[src/rtl/ahb_cmd_manager_if.sv]
// Bundle of the command/response stream and the AHB3-Lite manager bus
// for ahb_cmd_manager. The master modport is the manager's view.
interface ahb_cmd_manager_if;
    logic        s_cmd_valid_i;
    logic        s_cmd_ready_o;
    logic [31:0] s_cmd_addr_i;
    logic [31:0] s_cmd_wdata_i;
    logic        s_cmd_write_i;
    logic [2:0]  s_cmd_size_i;

    logic        s_rsp_valid_o;
    logic        s_rsp_err_o;
    logic [31:0] s_rsp_rdata_o;
    logic        s_busy_o;

    logic [31:0] s_haddr_o;
    logic [1:0]  s_htrans_o;
    logic        s_hwrite_o;
    logic [2:0]  s_hsize_o;
    logic [2:0]  s_hburst_o;
    logic        s_hmastlock_o;
    logic [3:0]  s_hprot_o;
    logic [31:0] s_hwdata_o;
    logic [31:0] s_hrdata_i;
    logic        s_hready_i;
    logic        s_hresp_i;

    modport master (
        input  s_cmd_valid_i, s_cmd_addr_i, s_cmd_wdata_i, s_cmd_write_i, s_cmd_size_i,
        input  s_hrdata_i, s_hready_i, s_hresp_i,
        output s_cmd_ready_o, s_rsp_valid_o, s_rsp_err_o, s_rsp_rdata_o, s_busy_o,
        output s_haddr_o, s_htrans_o, s_hwrite_o, s_hsize_o, s_hburst_o,
        output s_hmastlock_o, s_hprot_o, s_hwdata_o
    );

    modport slave (
        output s_cmd_valid_i, s_cmd_addr_i, s_cmd_wdata_i, s_cmd_write_i, s_cmd_size_i,
        output s_hrdata_i, s_hready_i, s_hresp_i,
        input  s_cmd_ready_o, s_rsp_valid_o, s_rsp_err_o, s_rsp_rdata_o, s_busy_o,
        input  s_haddr_o, s_htrans_o, s_hwrite_o, s_hsize_o, s_hburst_o,
        input  s_hmastlock_o, s_hprot_o, s_hwdata_o
    );
endinterface

[src/rtl/ahb_cmd_manager.sv]
// AHB3-Lite manager: valid/ready commands become single NONSEQ transfers with
// pipelined address/data phases; a two-cycle ERROR suspends and re-issues the pending command.
module ahb_cmd_manager #(
    parameter logic [3:0] HPROT = 4'b0011
) (
    input  logic               s_clk_i,
    input  logic               s_resetn_i,
    ahb_cmd_manager_if.master  bus
);
    localparam logic [1:0] HTRANS_IDLE   = 2'b00;
    localparam logic [1:0] HTRANS_NONSEQ = 2'b10;

    logic        vld_p0;
    logic [31:0] addr_p0;
    logic [31:0] wdata_p0;
    logic        write_p0;
    logic [2:0]  size_p0;

    logic        vld_p1;
    logic        write_p1;
    logic [31:0] hwdata_p1;

    logic        vld_p2;
    logic        err_p2;
    logic [31:0] rdata_p2;

    logic        susp_q;
    logic        err_first;
    logic        adv;
    logic        ready;
    logic        accept;
    logic        dp_done;

    assign err_first = vld_p1 & bus.s_hresp_i & ~bus.s_hready_i;
    assign adv       = vld_p0 & bus.s_hready_i & ~err_first & ~susp_q;
    assign ready     = ~vld_p0 | adv;
    assign accept    = bus.s_cmd_valid_i & ready;
    assign dp_done   = vld_p1 & bus.s_hready_i;

    // Holds off the address phase for the IDLE cycle that ends an ERROR response
    always_ff @(posedge s_clk_i or negedge s_resetn_i) begin
        if (!s_resetn_i) begin
            susp_q <= 1'b0;
        end else begin
            susp_q <= err_first;
        end
    end

    // Stage p0: address slot, presented on the bus
    always_ff @(posedge s_clk_i or negedge s_resetn_i) begin
        if (!s_resetn_i) begin
            vld_p0   <= 1'b0;
            addr_p0  <= 32'd0;
            wdata_p0 <= 32'd0;
            write_p0 <= 1'b0;
            size_p0  <= 3'd0;
        end else if (accept) begin
            vld_p0   <= 1'b1;
            addr_p0  <= bus.s_cmd_addr_i;
            wdata_p0 <= bus.s_cmd_wdata_i;
            write_p0 <= bus.s_cmd_write_i;
            size_p0  <= bus.s_cmd_size_i;
        end else if (adv) begin
            vld_p0   <= 1'b0;
        end
    end

    // Stage p1: data slot, transfer in its data phase
    always_ff @(posedge s_clk_i or negedge s_resetn_i) begin
        if (!s_resetn_i) begin
            vld_p1    <= 1'b0;
            write_p1  <= 1'b0;
            hwdata_p1 <= 32'd0;
        end else if (adv) begin
            vld_p1    <= 1'b1;
            write_p1  <= write_p0;
            hwdata_p1 <= wdata_p0;
        end else if (dp_done) begin
            vld_p1    <= 1'b0;
        end
    end

    // Stage p2: registered response pulse, no backpressure
    always_ff @(posedge s_clk_i or negedge s_resetn_i) begin
        if (!s_resetn_i) begin
            vld_p2   <= 1'b0;
            err_p2   <= 1'b0;
            rdata_p2 <= 32'd0;
        end else begin
            vld_p2   <= dp_done;
            err_p2   <= dp_done & bus.s_hresp_i;
            rdata_p2 <= (dp_done && !write_p1) ? bus.s_hrdata_i : 32'd0;
        end
    end

    assign bus.s_cmd_ready_o = ready;
    assign bus.s_rsp_valid_o = vld_p2;
    assign bus.s_rsp_err_o   = err_p2;
    assign bus.s_rsp_rdata_o = rdata_p2;
    assign bus.s_busy_o      = vld_p0 | vld_p1 | vld_p2;

    assign bus.s_htrans_o    = (vld_p0 && !susp_q) ? HTRANS_NONSEQ : HTRANS_IDLE;
    assign bus.s_haddr_o     = addr_p0;
    assign bus.s_hwrite_o    = write_p0;
    assign bus.s_hsize_o     = size_p0;
    assign bus.s_hwdata_o    = hwdata_p1;
    assign bus.s_hburst_o    = 3'b000;
    assign bus.s_hmastlock_o = 1'b0;
    assign bus.s_hprot_o     = HPROT;
endmodule
[src/flat_wrapper.sv]
// flat-port wrapper written by rule: the top's interface ports become plain ports
module ahb_cmd_manager_flat 
#(
    parameter logic [3:0] HPROT = 4'b0011
)
  (s_clk_i, s_resetn_i, bus_s_cmd_valid_i, bus_s_cmd_addr_i, bus_s_cmd_wdata_i, bus_s_cmd_write_i, bus_s_cmd_size_i, bus_s_hrdata_i, bus_s_hready_i, bus_s_hresp_i, bus_s_cmd_ready_o, bus_s_rsp_valid_o, bus_s_rsp_err_o, bus_s_rsp_rdata_o, bus_s_busy_o, bus_s_haddr_o, bus_s_htrans_o, bus_s_hwrite_o, bus_s_hsize_o, bus_s_hburst_o, bus_s_hmastlock_o, bus_s_hprot_o, bus_s_hwdata_o);
  ahb_cmd_manager_if bus_i ();
  input  logic s_clk_i;
  input  logic s_resetn_i;
  input wire logic [$bits(bus_i.s_cmd_valid_i)-1:0] bus_s_cmd_valid_i;
  input wire logic [$bits(bus_i.s_cmd_addr_i)-1:0] bus_s_cmd_addr_i;
  input wire logic [$bits(bus_i.s_cmd_wdata_i)-1:0] bus_s_cmd_wdata_i;
  input wire logic [$bits(bus_i.s_cmd_write_i)-1:0] bus_s_cmd_write_i;
  input wire logic [$bits(bus_i.s_cmd_size_i)-1:0] bus_s_cmd_size_i;
  input wire logic [$bits(bus_i.s_hrdata_i)-1:0] bus_s_hrdata_i;
  input wire logic [$bits(bus_i.s_hready_i)-1:0] bus_s_hready_i;
  input wire logic [$bits(bus_i.s_hresp_i)-1:0] bus_s_hresp_i;
  output wire logic [$bits(bus_i.s_cmd_ready_o)-1:0] bus_s_cmd_ready_o;
  output wire logic [$bits(bus_i.s_rsp_valid_o)-1:0] bus_s_rsp_valid_o;
  output wire logic [$bits(bus_i.s_rsp_err_o)-1:0] bus_s_rsp_err_o;
  output wire logic [$bits(bus_i.s_rsp_rdata_o)-1:0] bus_s_rsp_rdata_o;
  output wire logic [$bits(bus_i.s_busy_o)-1:0] bus_s_busy_o;
  output wire logic [$bits(bus_i.s_haddr_o)-1:0] bus_s_haddr_o;
  output wire logic [$bits(bus_i.s_htrans_o)-1:0] bus_s_htrans_o;
  output wire logic [$bits(bus_i.s_hwrite_o)-1:0] bus_s_hwrite_o;
  output wire logic [$bits(bus_i.s_hsize_o)-1:0] bus_s_hsize_o;
  output wire logic [$bits(bus_i.s_hburst_o)-1:0] bus_s_hburst_o;
  output wire logic [$bits(bus_i.s_hmastlock_o)-1:0] bus_s_hmastlock_o;
  output wire logic [$bits(bus_i.s_hprot_o)-1:0] bus_s_hprot_o;
  output wire logic [$bits(bus_i.s_hwdata_o)-1:0] bus_s_hwdata_o;
  assign bus_i.s_cmd_valid_i = bus_s_cmd_valid_i;
  assign bus_i.s_cmd_addr_i = bus_s_cmd_addr_i;
  assign bus_i.s_cmd_wdata_i = bus_s_cmd_wdata_i;
  assign bus_i.s_cmd_write_i = bus_s_cmd_write_i;
  assign bus_i.s_cmd_size_i = bus_s_cmd_size_i;
  assign bus_i.s_hrdata_i = bus_s_hrdata_i;
  assign bus_i.s_hready_i = bus_s_hready_i;
  assign bus_i.s_hresp_i = bus_s_hresp_i;
  assign bus_s_cmd_ready_o = bus_i.s_cmd_ready_o;
  assign bus_s_rsp_valid_o = bus_i.s_rsp_valid_o;
  assign bus_s_rsp_err_o = bus_i.s_rsp_err_o;
  assign bus_s_rsp_rdata_o = bus_i.s_rsp_rdata_o;
  assign bus_s_busy_o = bus_i.s_busy_o;
  assign bus_s_haddr_o = bus_i.s_haddr_o;
  assign bus_s_htrans_o = bus_i.s_htrans_o;
  assign bus_s_hwrite_o = bus_i.s_hwrite_o;
  assign bus_s_hsize_o = bus_i.s_hsize_o;
  assign bus_s_hburst_o = bus_i.s_hburst_o;
  assign bus_s_hmastlock_o = bus_i.s_hmastlock_o;
  assign bus_s_hprot_o = bus_i.s_hprot_o;
  assign bus_s_hwdata_o = bus_i.s_hwdata_o;
  ahb_cmd_manager #(.HPROT(HPROT)) u_core (.s_clk_i(s_clk_i), .s_resetn_i(s_resetn_i), .bus(bus_i));
endmodule
[config.mk]
export PLATFORM = sky130hd
export DESIGN_NAME = ahb_cmd_manager_flat
export DESIGN_NICKNAME = d
export VERILOG_FILES = /design/src/rtl/ahb_cmd_manager_if.sv /design/src/rtl/ahb_cmd_manager.sv /design/src/flat_wrapper.sv
export SDC_FILE = /design/constraint.sdc
export NUM_CORES = 1
export LEC_CHECK = 0
export CORE_MARGIN = 3
export CORE_UTILIZATION = 38
export CTS_CLUSTER_SIZE = 25
export DETAILED_ROUTE_END_ITERATION = 10
export GPL_TIMING_DRIVEN = 0
export PLACE_DENSITY = 0.76
export SLEW_MARGIN = 30
export SYNTH_ARGS = -nofsm -noshare
export SYNTH_HDL_FRONTEND = slang
export SYNTH_SLANG_ARGS = --single-unit
export TNS_END_PERCENT = 100
[constraint.sdc]
create_clock -name s_clk_i -period 1.4 [get_ports s_clk_i]
set_input_delay 0.28 -clock s_clk_i [delete_from_list [all_inputs] [get_ports s_clk_i]]
set_output_delay 0.28 -clock s_clk_i [all_outputs]
set_load 0.01 [all_outputs]
==> flow_metrics.env, run 1 <==
export IMPL_seq_power_share_pct=40.1
export IMPL_cp_slowest_stage_delay_ns=0.41
export IMPL_rsz0062_at_grt="true"
export IMPL_h_tree_depth=4
export IMPL_setup_worst_path_class="flip-flop to output pin"
export IMPL_violations="setup timing"
export IMPL_ys_types=20
export IMPL_setup_viol=104
export IMPL_fmax_ghz=0.621
export IMPL_grt_pass1_vias=3899
export IMPL_crit_top_cell="buf_6"
export IMPL_clk_latency_ns=0.40
export IMPL_area_growth_pct=76.0
export IMPL_maxSlewViolCount=0
export IMPL_drt_wl_total_um=13500
export IMPL_internal_power_w=0.00957
export IMPL_multi_input_area_um2=1870
export IMPL_nFillCells=883
export IMPL_register_area_um2=3450
export IMPL_vdd_ir_drop_worst_v=0.000885
export IMPL_die_y_um=121
export IMPL_worstSetupStartpointType="flip-flop"
export IMPL_path_buf_inv=2
export IMPL_die_w_um=121
export IMPL_io_buffers=209
export IMPL_p_clk_share_pct=35.2
export IMPL_cts_root_buf="clkbuf_16"
export IMPL_syn_instance_count=309
export IMPL_clockBufferDepth=2
export IMPL_ys_seq_area_share_pct=68.5
export IMPL_crit_fanout=3
export IMPL_grt_pass1_wl_um=21000
export IMPL_status="finished, violations left"
export IMPL_critPathSlowestCell="dfrtp_1"
export IMPL_power_frac_comb_pct=24.7
export IMPL_power_switching_w=0.00306
export IMPL_clock_skew_ns=0.00566
export IMPL_gp_congestion=0.706
export IMPL_use_met3_pct=7.97
export IMPL_grt_use_met2_pct=31.5
export IMPL_holdCritPathClass="primary input to asynchronous set/reset pin"
export IMPL_post_route_period_util_pct=115
export IMPL_hold_viol=0
export IMPL_syn_avg_cell_area_um2=16.3
export IMPL_coreArea_um2=12800
export IMPL_met1_usage_pct=21.1
export IMPL_crit_arrival_ns=1.33
export IMPL_yosys_register_bits=138
export IMPL_drc=0
export IMPL_crit_required_ns=1.12
export IMPL_post_drt_via_cell_ratio=4.55
export IMPL_initial_core_util_pct=39.5
export IMPL_cap_violations=0
export IMPL_powerDensity_nw_per_um2=1420
export IMPL_min_period_ns=1.61
export IMPL_die_area_um2=14700
export IMPL_ios=219
export IMPL_drive_gt1_share_pct=32.5
export IMPL_crit_path_end_kind="output pin"
export IMPL_netlist_area_um2=5040
export IMPL_hold_ws_ns=0.416
export IMPL_drtAntennaViolNets=0
export IMPL_post_drt_wl_per_cell_um=17.8
export IMPL_crit_family="flip-flops"
export IMPL_drt_iter0_drc=144
export IMPL_leakage_nw=4.39
export IMPL_grt_overflow_total=0
export IMPL_path_cells="buf_6, and2b_2, buf_6"
export IMPL_grt_max_degree=74
export IMPL_setup_ws_ns=-0.210
export IMPL_n_antenna_cell=0
export IMPL_yosysWarnings=0
export IMPL_antenna_found_initial=0
export IMPL_top_usage_layer="met2"
export IMPL_final_util_pct=69.5
export IMPL_design_power_total_w=0.0126
export IMPL_path_clk_slew_ns=0.06
export IMPL_track_usage_pct=18.7
export IMPL_drtPass1Iterations=4
export IMPL_num_vias=3458
export IMPL_nNetsFinal=680
export IMPL_sw_frac_of_total_pct=24.2
export IMPL_cts_tree="yes"
export IMPL_clock_sinks=138
export IMPL_dp_hpwl_um=8650
export IMPL_cts_buffers=17
export IMPL_rows=41
[cell usage after synthesis]
cell type	n	area, um^2
nor2_1	1	3.75
clkbuf_1	3	11.3
nand2_1	3	11.3
or3_1	1	6.26
buf_8	2	30.0
a21boi_2	1	11.3
nor2b_1	1	6.26
and2b_1	1	7.51
nand2b_1	2	12.5
buf_6	1	11.3
conb_1	2	7.51
mux2_2	81	912
dfrtp_1	138	3450
and3_1	1	6.26
inv_1	1	3.75
mux2_1	20	225
and2_1	33	206
buf_4	13	97.6
o21ai_0	1	5.00
buf_2	3	15.0
[what timing repair did]
| action | 4_1_cts | 5_1_grt |
|---|---|---|
| pin swaps | 2 | 1 |
| resized for setup | 230 | 65 |
| setup endpoints to repair | 232 | 126 |
| hold endpoints to repair | 65 | 0 |
| hold buffers | 1 | 0 |
| gates cloned | 7 | 2 |
| buffers inserted | 20 | 6 |
[final timing paths]
path                                                       start                                     end  slack [ns]  depth (start not counted)
max                                    u_core.vld_p0$_DFFE_PN0P_                       bus_s_htrans_o[1]       -0.21                          3
min                                                   s_resetn_i   u_core.bus.s_hwdata_o[17]$_DFFE_PN0P_        0.42                          2
max reg2reg                              u_core.susp_q$_DFF_PN0_          u_core.wdata_p0[3]$_DFFE_PN0P_       -0.18                          6
min reg2reg                u_core.bus.s_hwdata_o[24]$_DFFE_PN0P_   u_core.bus.s_hwdata_o[24]$_DFFE_PN0P_        0.50                          1
max in group asynchronous                             s_resetn_i   u_core.bus.s_hwdata_o[30]$_DFFE_PN0P_        0.25                          3
min in group s_clk_i                          bus_s_hrdata_i[18]  u_core.bus.s_rsp_rdata_o[18]$_DFF_PN0_        0.43                          2
[area by class of cell]
type,count,area share (%)
tap,172,2.42
sequential,138,38.9
inverter,1,0.0423
buffer,20,2.42
clock buffer,24,5.32
timing repair buffer,242,28.4
multi-input combinational,155,21.1
clock inverter,8,1.33
[layer usage]
metal  wire length, um  vias up
li1                  -     1569
met1              5200     1719
met2              6870      151
met3              1200       19
met4               266        0
met5                 0        -
[sequential cells by signal, summed over array words and instances (netlist names), 3 cells and up]
name and count:
u_core.bus.s_haddr_o 32, u_core.bus.s_rsp_rdata_o 32, u_core.bus.s_hsize_o 3, u_core.bus.s_hwdata_o 32, u_core.wdata_p0 32
[power groups by stage]
stage / Clock [W] / Combinational (W) / Sequential, W
floorplan: 0 / 0.000796 / 0.00528
global placement: 0 / 0.00263 / 0.00504
detailed placement: 0 / 0.00269 / 0.00509
CTS: 0.00454 / 0.00293 / 0.00502
global route: 0.00474 / 0.00333 / 0.00515
finish: 0.00445 / 0.00312 / 0.00506
[stage by stage]
step | cell area (um^2) | worst slack [ns] | std cells | TNS, ns
6_report | 8870 | -0.210 | 760 | -13.77
5_1_grt | 8870 | -0.256 | 760 | -19.25
4_1_cts | 8710 | -0.223 | 758 | -14.21
3_5_place_dp | 7430 | -0.735 | 698 | -78.54
3_3_place_gp | 7390 | -5.10 | 697 | -778.19
2_1_floorplan | 5090 | -0.0331 | 316 | -0.662
[kinds of logic (layout without fill, tap and decap cells)]
| kind of cell | count (synthesis) | count (layout) | synth area share, % |
|---|---|---|---|
| flops | 138 | 138 | 68.5 |
| mux | 101 | 101 | 22.6 |
| simple gates | 43 | 43 | 5.16 |
| buf+inv | 23 | 295 | 3.35 |
| other cells | 2 | 9 | 0.149 |
| compound gates | 2 | 2 | 0.322 |
[placed cells by master, fill, tap and decap left out, types with 4 or more instances in the layout]
cell type,synthesis,layout
clkdlybuf4s50_1,0,102
buf_4,13,18
buf_8,2,11
buf_16,0,5
buf_6,1,7
mux2_4,0,101
clkbuf_1,3,5
conb_1,2,9
clkinv_2,0,4
clkdlybuf4s15_1,0,22
dfrtp_1,138,138
buf_12,0,10
dlygate4sd2_1,0,80
and2_1,33,33
clkbuf_16,0,19
(Power assumes the default switching activity.)
==> run 2, diff against run 1 <==
--- a/config.mk
+++ b/config.mk
@@ -6,11 +6,12 @@
 export NUM_CORES = 1
 export LEC_CHECK = 0
 export CORE_MARGIN = 3
-export CORE_UTILIZATION = 38
+export CORE_UTILIZATION = 42
 export CTS_CLUSTER_SIZE = 25
 export DETAILED_ROUTE_END_ITERATION = 10
+export GPL_ROUTABILITY_DRIVEN = 0
 export GPL_TIMING_DRIVEN = 0
-export PLACE_DENSITY = 0.76
+export PLACE_DENSITY = 0.8
 export SLEW_MARGIN = 30
 export SYNTH_ARGS = -nofsm -noshare
 export SYNTH_HDL_FRONTEND = slang
==> constraint.sdc (replaced) <==
create_clock -name s_clk_i -period 1.6 [get_ports s_clk_i]
set_input_delay 0.32 -clock s_clk_i [delete_from_list [all_inputs] [get_ports s_clk_i]]
set_output_delay 0.32 -clock s_clk_i [all_outputs]
set_load 0.01 [all_outputs]
==> run 2 against run 1 <==
  * The flow now finishes without violations
  * Worst hold slack got worse by 0.036 ns
  * Routed wire length fell by 14%
  * Final cell count shrank 7.4%
  * Count of clock-buffer cells in the layout increased by 1
  * Sequential share of layout area rose by 5.1 points
==> flow_metrics.env, run 2 (synthesis results as in run 1) <==
export IMPL_status="finished, final reports clean"
export IMPL_r2r_start="u_core.susp_q$_DFF_PN0_"
export IMPL_drtPass1Iterations=4
export IMPL_track_usage_pct=18.3
export IMPL_grt_max_degree=71
export IMPL_coreArea_um2=11600
export IMPL_grt_pass1_vias=3670
export IMPL_drt_iter0_drc=138
export IMPL_dpl_instance_area_um2=7370
export IMPL_clk_latency_ns=0.40
export IMPL_grt_pass1_wl_um=18300
export IMPL_dp_hpwl_um=8610
export IMPL_cts_root_buf="clkbuf_16"
export IMPL_setup_worst_path_class="flip-flop to output pin"
export IMPL_final_cell_mix="138 x dfrtp_1, 103 x clkdlybuf4s50_1, 98 x dlygate4sd2_1"
export IMPL_drive_gt1_share_pct=24.4
export IMPL_area_growth_pct=55.6
export IMPL_initial_core_util_pct=43.6
export IMPL_leakage_nw=3.76
export IMPL_drc=0
export IMPL_reg2reg_to="u_core.bus.s_haddr_o[18]$_DFFE_PN0P_"
export IMPL_setup_ws_ns=0.00102
export IMPL_dp_worst_setup_slack_ns=-0.652
export IMPL_hold_viol=0
export IMPL_num_vias=3274
export IMPL_design_power_total_w=0.00972
export IMPL_r2r_slack_ns=0.08
export IMPL_antenna_found_initial=0
export IMPL_nNetsFinal=656
export IMPL_holdCritPathClass="primary input to flip-flop"
export IMPL_rr_worst_depth=5
export IMPL_die_w_um=116
export IMPL_cap_violations=0
export IMPL_maxSlewViolCount=0
export IMPL_crit_required_ns=1.28
export IMPL_multi_input_area_um2=1470
export IMPL_clock_sinks=138
export IMPL_drt_wl_total_um=11700
export IMPL_post_route_period_util_pct=99.9
export IMPL_post_drt_via_cell_ratio=4.65
export IMPL_crit_fanout=3
export IMPL_layout_commonest_cell="dfrtp_1"
export IMPL_cts_tree="yes"
export IMPL_nFillCells=838
export IMPL_powerDensity_nw_per_um2=1240
export IMPL_fmax_ghz=0.625
export IMPL_worstSetupStartpointType="flip-flop"
export IMPL_io_buffers=209
export IMPL_die_area_um2=13400
export IMPL_clock_skew_ns=0.00520
export IMPL_setup_viol=0
export IMPL_path_clk_slew_ns=0.05
export IMPL_worst_slew_pin_transition_ns=0.523
export IMPL_finalNonFillerCells=704
export IMPL_n_antenna_cell=0
export IMPL_vdd_ir_drop_worst_v=0.000652
export IMPL_hold_ws_ns=0.380
export IMPL_drtAntennaViolNets=0
export IMPL_h_tree_depth=4
export IMPL_rows=39
export IMPL_startpoint="u_core.vld_p0$_DFFE_PN0P_"
export IMPL_grt_overflow_total=0
export IMPL_post_route_cell_area_um2=7850
export IMPL_cts_buffers=17
export IMPL_ios=219
export IMPL_clockBufferDepth=2
export IMPL_rsz0062_at_grt="true"
export IMPL_crit_path_end_kind="output pin"
export IMPL_min_period_ns=1.60
export IMPL_die_y_um=116
export IMPL_cp_endpoint="bus_s_busy_o"
export IMPL_post_drt_wl_per_cell_um=16.6
export IMPL_crit_arrival_ns=1.28
export IMPL_slew_headroom_pct=65.2
export IMPL_dp_cells=669
export IMPL_register_area_um2=3450
==> run 2: changes by cell type in the layout (fill, tap and decap cells not counted), sizes merged <==
cell	before	now
clkdlybuf4s15	22	0
bufinv	3	0
buf	54	29
dlymetal6s2s	0	4
clkinvlp	1	0
clkbuf	27	28
dlygate4sd2	80	98
clkdlybuf4s50	102	103
==> run 2: how the worst min path moves through the flow <==
stage	start	endpoint	depth (start not counted)
after global placement	u_core.wdata_p0[14]$_DFFE_PN0P_	u_core.wdata_p0[14]$_DFFE_PN0P_	1
after detailed placement	s_resetn_i	u_core.bus.s_haddr_o[17]$_DFFE_PN0P_	1
after global routing	bus_s_hready_i	u_core.susp_q$_DFF_PN0_	2
after CTS	bus_s_hready_i	u_core.susp_q$_DFF_PN0_	2
final	bus_s_hready_i	u_core.susp_q$_DFF_PN0_	2
after floorplan	s_resetn_i	u_core.bus.s_haddr_o[0]$_DFFE_PN0P_	0
==> run 2: area by class of cell <==
| class | count | area share, % |
|---|---|---|
| clock inverter | 4 | 0.255 |
| clock buffer | 25 | 6.06 |
| timing repair buffer | 216 | 26.2 |
| inverter | 1 | 0.0478 |
| sequential | 138 | 44.0 |
| multi-input combinational | 155 | 18.7 |
| buffer | 22 | 2.44 |
| tap | 143 | 2.28 |
==> run 2: what timing repair did <==
| item | CTS | global route |
|---|---|---|
| resized for setup | 114 | 12 |
| pin swaps | 1 | 1 |
| setup buffers | 3 | 2 |
| setup endpoints to repair | 197 | 68 |
| hold buffers | 1 | 0 |
| hold endpoints to repair | 68 | 0 |
==> run 2: critical path: stages, from the launching register on <==
cell and delay [ns]:
dfrtp_1 0.39, or3_1 0.34, buf_2 0.15
==> run 2: power by group <==
group          internal (W)  total (W)  switching (W)  leakage (nW)
registers           0.00410    0.00437       0.000272          1.68
logic               0.00120    0.00204       0.000842          1.82
clock network       0.00202    0.00331        0.00129         0.247
total               0.00732    0.00972        0.00240          3.76
==> run 2: metal layers <==
| layer | vias to the layer above | GRT usage (%) | routed length (um) |
|---|---|---|---|
| met5 | - | 0 | 0 |
| met4 | 0 | 7.28 | 175 |
| li1 | 1513 | - | - |
| met1 | 1617 | 18.1 | 4050 |
| met2 | 128 | 33.4 | 6320 |
| met3 | 16 | 7.99 | 1110 |
==> run 2: through the flow <==
stage / utilization [%] / TNS, ns
3_3_place_gp: 63.5 / -748.56
3_5_place_dp: 63.8 / -58.34
5_1_grt: 67.9 / -0.0379
4_1_cts: 67.4 / -0.0254
2_1_floorplan: - / 0
6_report: 67.9 / 0
==> run 3, diff against run 2 <==
--- a/config.mk
+++ b/config.mk
@@ -11,6 +11,7 @@
 export DETAILED_ROUTE_END_ITERATION = 10
 export GPL_ROUTABILITY_DRIVEN = 0
 export GPL_TIMING_DRIVEN = 0
+export HOLD_SLACK_MARGIN = 0.06
 export PLACE_DENSITY = 0.8
 export SLEW_MARGIN = 30
 export SYNTH_ARGS = -nofsm -noshare
==> results of run 3 <==
The final DEF is identical to that of run 2; final timing and power are the same.
